## src/rtl/cg_pkg.sv

```systemverilog
// Shared types and default constants for the activity-driven clock-gate enable controller.
package cg_pkg;

  typedef enum logic [1:0] {
    CG_GATED = 2'd0,
    CG_WAKE  = 2'd1,
    CG_RUN   = 2'd2
  } cg_state_e;

  localparam int unsigned CG_IDLE_CYCLES = 8;
  localparam int unsigned CG_WAKE_CYCLES = 2;

endpackage

```

## src/rtl/cg_idle_timer.sv

```systemverilog
// Clear/increment idle counter with a terminal-count flag at IDLE_CYCLES-1.
module cg_idle_timer #(
  parameter int unsigned IDLE_CYCLES = cg_pkg::CG_IDLE_CYCLES
) (
  input  logic clk,
  input  logic rst_n,
  input  logic i_clr,
  input  logic i_inc,
  output logic o_tc_c
);

  localparam int unsigned CNT_W = $clog2(IDLE_CYCLES + 1);

  logic [CNT_W-1:0] r_cnt;

  // Clear has priority; the counter never passes IDLE_CYCLES-1 because tc forces a clear.
  always_ff @(posedge clk or negedge rst_n) begin
    if (!rst_n) begin
      r_cnt <= '0;
    end else if (i_clr) begin
      r_cnt <= '0;
    end else if (i_inc) begin
      r_cnt <= r_cnt + CNT_W'(1);
    end
  end

  assign o_tc_c = (r_cnt == CNT_W'(IDLE_CYCLES - 1));

endmodule

```

## src/rtl/cg_enable_ctrl.sv

```systemverilog
// Gate-enable generator: wakes on activity, accepts data after a wake latency,
// and drops the enable after a run of idle cycles.
module cg_enable_ctrl
  import cg_pkg::*;
#(
  parameter int unsigned DATA_W      = 4,
  parameter int unsigned IDLE_CYCLES = CG_IDLE_CYCLES,
  parameter int unsigned WAKE_CYCLES = CG_WAKE_CYCLES
) (
  input  logic              clk,
  input  logic              rst_n,
  input  logic              in_valid,
  input  logic [DATA_W-1:0] in_data,
  output logic              in_ready,
  input  logic              force_on,
  output logic              en,
  output logic [DATA_W-1:0] din,
  output logic              gated
);

  localparam int unsigned WAKE_W = $clog2(WAKE_CYCLES + 1);

  cg_state_e         r_state;
  logic [WAKE_W-1:0] r_wake_cnt;
  logic              r_en;
  logic              r_ready;
  logic              r_gated;
  logic [DATA_W-1:0] r_din;

  logic w_idle;
  logic w_idle_tc;

  assign w_idle = (r_state == CG_RUN) & ~in_valid & ~force_on;

  cg_idle_timer #(
    .IDLE_CYCLES (IDLE_CYCLES)
  ) u_idle_timer (
    .clk    (clk),
    .rst_n  (rst_n),
    .i_clr  (~w_idle | w_idle_tc),
    .i_inc  (w_idle & ~w_idle_tc),
    .o_tc_c (w_idle_tc)
  );

  // State and registered outputs move together so en/in_ready/gated are glitch-free flops.
  always_ff @(posedge clk or negedge rst_n) begin
    if (!rst_n) begin
      r_state    <= CG_GATED;
      r_wake_cnt <= '0;
      r_en       <= 1'b0;
      r_ready    <= 1'b0;
      r_gated    <= 1'b1;
    end else begin
      case (r_state)
        CG_GATED: begin
          if (in_valid | force_on) begin
            r_state    <= CG_WAKE;
            r_en       <= 1'b1;
            r_gated    <= 1'b0;
            r_wake_cnt <= WAKE_W'(WAKE_CYCLES - 1);
          end
        end
        CG_WAKE: begin
          if (r_wake_cnt == '0) begin
            r_state <= CG_RUN;
            r_ready <= 1'b1;
          end else begin
            r_wake_cnt <= r_wake_cnt - WAKE_W'(1);
          end
        end
        CG_RUN: begin
          if (w_idle && w_idle_tc) begin
            r_state <= CG_GATED;
            r_en    <= 1'b0;
            r_ready <= 1'b0;
            r_gated <= 1'b1;
          end
        end
        default: begin
          r_state <= CG_GATED;
          r_en    <= 1'b0;
          r_ready <= 1'b0;
          r_gated <= 1'b1;
        end
      endcase
    end
  end

  // Data register only loads on an accepted handshake.
  always_ff @(posedge clk or negedge rst_n) begin
    if (!rst_n) begin
      r_din <= '0;
    end else if (in_valid && r_ready) begin
      r_din <= in_data;
    end
  end

  assign en       = r_en;
  assign in_ready = r_ready;
  assign gated    = r_gated;
  assign din      = r_din;

endmodule
```

## config.mk

```make
export PLATFORM = sky130hd
export DESIGN_NAME = cg_enable_ctrl
export DESIGN_NICKNAME = d
export VERILOG_FILES = /design/src/rtl/cg_pkg.sv /design/src/rtl/cg_idle_timer.sv /design/src/rtl/cg_enable_ctrl.sv
export SDC_FILE = /design/constraint.sdc
export NUM_CORES = 1
export LEC_CHECK = 0
export ABC_AREA = 1
export CAP_MARGIN = 20
export CORE_UTILIZATION = 34
export DETAILED_ROUTE_END_ITERATION = 8
export GPL_TIMING_DRIVEN = 0
export MAX_ROUTING_LAYER = met4
export PLACE_DENSITY = 0.67
export REMOVE_ABC_BUFFERS = 1
export SYNTH_ARGS = -nofsm -noshare
export SYNTH_HDL_FRONTEND = slang
export SYNTH_HIERARCHICAL = 1
export SYNTH_SLANG_ARGS = --single-unit
```

## constraint.sdc

```tcl
create_clock -name clk -period 1.3 [get_ports clk]
set_input_delay 0.26 -clock clk [delete_from_list [all_inputs] [get_ports clk]]
set_output_delay 0.26 -clock clk [all_outputs]
set_load 0.02 [all_outputs]
```

-- Word level (Yosys, flattened, before mapping)
Index checks and enable logic that the tools add are counted.
- output and inout port bits: 7
- register bits: 15
- input bits: 8
- word-level logic and storage cells: 53
- mux-type cells: 16
- equal/unequal tests: 7
- bitwise gates (word level): 11
- $add $sub $neg: 2
- reductions and logical operators: 10
- operators with widths (cell ; number):
    3-bit AND reduction ; 4
    1-bit one-hot mux with 3 select lines ; 3
    2-bit 2-to-1 mux ; 4
    4-bit 2-to-1 mux ; 2
    2-bit != test (second input constant) ; 3
    1-bit NOT ; 6
    2-bit one-hot mux with 3 select lines ; 1
    1-bit 2-to-1 mux ; 5
    4-bit by 1-bit adder with 4-bit output (second input constant) ; 1
    4-bit by 3-bit == test with 1-bit output (second input constant) ; 1
    2-bit logical NOT ; 2
    2-bit one-hot mux with 2 select lines ; 1
    2-bit nonzero test ; 2
    1-bit AND ; 3
    2-bit by 1-bit == test with 1-bit output (second input constant) ; 1
    2-bit == test (second input constant) ; 1
    1-bit logical AND ; 2
    2-bit by 1-bit != test with 1-bit output (second input constant) ; 1
    1-bit OR ; 2
    2-bit by 1-bit subtractor with 2-bit output (second input constant) ; 1

-- Depth between registers and ports, before layout
- word-level depth: 6
- gate-level depth with buffers: 11
- gate-level depth less buffers: 11

-- Modules after synthesis
The synthesis kept the hierarchy.
- by module, submodules not included (module ; cells an instance ; instances ; sequential area each (um2) ; area each (um2)):
    cg_enable_ctrl ; 52 ; 1 ; 276.5 ; 504.2
    cg_idle_timer ; 25 ; 1 ; 100.1 ; 197.7

-- Least setup slack after synthesis
OpenSTA, ideal clock, no wires.
- path type: reg2reg
- start: register u_idle_timer.r_cnt[0]
- end: register u_idle_timer.r_cnt[3]
- path buffers: 0
- arrival time: 1263 ps
- required time: 1183 ps
- cell stages (with the launch flop): 12
- setup time: 117 ps
- slack: -80 ps
- period minus slack after synthesis: 1380 ps
- cells stage by stage: dfrtp_1 > ha_1 > nand2_1 > nor2_1 > nor2_1 > nand2_1 > inv_1 > nand2_2 > nor2_2 > nand2_1 > nand2_1 > nor2_1
- longest elaborated chain between the ends: 4
- elaborated cells on any way between the ends: 8
- classes of those cells: add/sub (1); eq/ne (1); mux (2); bitwise (3); reduce/logical (1)
- RTL lines (element ; line ; RTL):
    from (decl) ; cg_idle_timer.sv:14 ; logic [CNT_W-1:0] r_cnt;
    from (signal assigned) ; cg_idle_timer.sv:23 ; r_cnt <= r_cnt + CNT_W'(1);
    4-bit by 3-bit == test with 1-bit output (*) ; cg_idle_timer.sv:27 ; assign o_tc_c = (r_cnt == CNT_W'(IDLE_CYCLES - 1));
    net w_idle_tc ; cg_enable_ctrl.sv:31 ; logic w_idle_tc;
    1-bit NOT ; cg_enable_ctrl.sv:41 ; .i_inc (w_idle & ~w_idle_tc),
    1-bit AND ; cg_enable_ctrl.sv:41 ;
    2-bit nonzero test (no source line) ; - ;
Mark *: on every way through the listed nets, which the timed path passes. The rest lies on a longest branch. The select of a mux whose other input is x is not followed.
A chain may end at the register's enable or synchronous reset.

-- Worst setup path after layout
Same ends and word-level chain as after synthesis.

==> impl_metrics.toml <==
[detailed_routing]
vias = 554
routed_wl_mm = 1.30
drtIter0Drc = 10
detail_route.first_pass.iterations = 4
ant_nets = 0
route.detailed.drc = 0
wire_per_inst_um = 10.3
routed_via_density = 4.36

[power]
p_seq_share_pct = 41.8
p_per_area_nw_per_um2 = 1850
p_int_w = 0.00108
p_comb_share_pct = 43.3
leakage_nw = 0.456
ir_worst_vdd_mv = 1.14
clkPwrFrac_pct = 14.9
power_switching_w = 0.000679
switching_share_pct = 38.6

[clocking]
cts_tree = "built"
cts_root_buffer = "clkbuf_4"
numCtsBuffers = 3
cts.clk_slew.worst_paths_ns = 0.09
cts_buffer_depth = 2
insertion_delay_ns = 0.28
cts.sinks = 15
htreeDepth = 1

[critical_path]
startpoint_type = "flip-flop"
endpoint_kind = "flip-flop"
required_ns = 1.47
crit_family = "simple AND/OR/NAND/NOR gates"
cp_slowest_cell = "dfrtp_1"
max_stage_delay_ns = 0.41
crit_chain = "ha_2 -> nand2_2 -> nor2_2 -> nor2_1 -> nand2_1 -> inv_2 -> nand2_2 -> nor2_2 -> nand2_1 -> nand2_1 -> nor2_1"
cp_num_buf_inv = 1
path_class = "reg -> reg"
crit_top_cell = "nand2_1"
cp.arrival_ns = 1.59
path_max_fanout = 5

[grt]
grt_max_degree = 16
grtUsageTotal_pct = 14.2
grt-ovfl-total = 0
grt_pass1_vias = 522
antenna_found_initial = 0
grt_pass1_wl_mm = 2.06

[placement]
place_hpwl_um = 936
dp_slack_ns = -0.308
dp.cells = 118
place_congestion = 0.697
port_buffers = 14

[layout]
finalNonFillerCells = 127
syn2layout_area_growth_pct = 35.3
layout-drive-gt1-share_pct = 35.0
fin_nets = 111
antennaDiodeCount = 0
utilization_pct = 48.9
final_common_cell = "nand2_1"
layout_common_cells = "15 x nand2_1, 14 x dfrtp_1, 9 x inv_1, 9 x nand2_2, 8 x nor2_1"

[outcome]
status = "finished with violations"
violations = "setup timing"

[timing]
rsz0062_at_grt = "yes"
clock_skew_ns = 0.00984
relSlewSlack_pct = 53.6
setup_viol = 4
timing.final.ws_setup_ns = -0.114
slew_violations = 0
fmax_ghz = 0.707
tightest_slew_ns = 0.695
period_needed_ns = 1.41
hold_viol = 0
period_share_pct = 109

[floorplanning]
core-area_um2 = 1940
rows = 16
die-width_um = 47.4
io_pins = 15
start_util_pct = 36.1
die-area_um2 = 2250
die_h_um = 47.4

[worst_hold_path]
hold_class = "in -> async"

[yosys]
seq_area_frac_synth_pct = 53.7
syn_area_um2 = 702
ys_types = 16
synth-seq-cells = 15
synth_cells = 77
ys_warn_count = 6
synth_area_per_cell_um2 = 9.12

[flow_run]
cap_violations = 0
final timing paths:
| kind | cells after the start | endpoint | slack (ns) | startpoint |
|---|---|---|---|---|
| worst max-delay path | 11 | u_idle_timer/r_cnt[3]$_DFFE_PN0P_ | -0.11 | u_idle_timer/r_cnt[0]$_DFFE_PN0P_ |
| min in group clk | 2 | gated$_DFFE_PN1P_ | 0.47 | gated$_DFFE_PN1P_ |
| worst max register to register | 11 | u_idle_timer/r_cnt[3]$_DFFE_PN0P_ | -0.11 | u_idle_timer/r_cnt[0]$_DFFE_PN0P_ |
| worst min register to register | 2 | gated$_DFFE_PN1P_ | 0.47 | gated$_DFFE_PN1P_ |
| worst min-delay path | 1 | en$_DFFE_PN0P_ | 0.38 | rst_n |
| max in group asynchronous | 1 | u_idle_timer/r_cnt[2]$_DFFE_PN0P_ | 0.46 | rst_n |
cells in the mapped netlist:
master	count	area, um^2
clkinv_1	1	3.75
mux2_2	4	45.0
nand2_1	17	63.8
nand2_2	7	43.8
inv_1	10	37.5
dfrtp_1	14	350
o21ai_0	1	5.00
a22oi_1	1	7.51
a21oi_1	2	10.0
nor2_2	5	31.3
o21bai_1	1	7.51
o22ai_1	1	6.26
dfstp_2	1	26.3
ha_1	2	25.0
nand3_1	1	5.00
nor2_1	9	33.8
state kept, by name (all words and copies together), names as in the netlist:
| name | flops |
|---|---|
| din | 4 |
| en | 1 |
| gated | 1 |
| in_ready | 1 |
| r_state | 2 |
| r_wake_cnt | 2 |
| u_idle_timer/r_cnt | 4 |
power groups by stage:
stage                     clock, W  sequential [W]  combinational (W)
after floorplan                  0        0.000876           0.000391
after global placement           0        0.000744           0.000822
after detailed placement         0        0.000751           0.000840
after CTS                 0.000277        0.000738           0.000776
after global routing      0.000302        0.000759           0.000864
final                     0.000262        0.000736           0.000762
metrics by stage:
step                      setup TNS [ns]  hold slack [ns]  total power, W  area [um^2]
after floorplan                  -0.0798          -0.0356         0.00127          702
after global placement            -0.903            0.453         0.00157          876
after detailed placement           -1.09            0.457         0.00159          876
after CTS                         -0.284            0.397         0.00179          946
after global routing              -0.635            0.430         0.00192          950
final                             -0.285            0.384         0.00176          950
kinds of logic after synthesis:
group,count (synthesis),synth area share [%]
AOI/OAI and AO/OA,6,5.17
adders and majority gates,2,3.56
buffers and inverters,11,5.88
DFF,15,53.7
and+or+nand+nor,39,25.3
muxes,4,6.42
area by class of cell:
cell class / count / area (um^2)
inverters: 11 / 41.3
clock inverters: 1 / 5.00
fillers: 197 / 992
repair buffers: 19 / 168
flip-flops and latches: 15 / 377
clock buffers: 3 / 22.5
well taps: 27 / 33.8
multi-input cells: 51 / 303
repair_timing:
| action | CTS | global route |
|---|---|---|
| endpoints found under the setup margin | 11 | 9 |
| buffers inserted | 4 | 1 |
| pin swaps | 6 | 1 |
| hold buffers | 0 | 0 |
| hold endpoints to repair | 0 | 0 |
| gates resized for setup | 15 | 6 |
routing by layer:
metal	up-vias	wire [um]	global-route usage, %
met5	-	0	-
met3	0	70	6.79
li1	284	-	-
met2	15	707	23.0
met4	0	0	3.43
met1	255	525	15.8
Power figures use the tool's default switching activity.
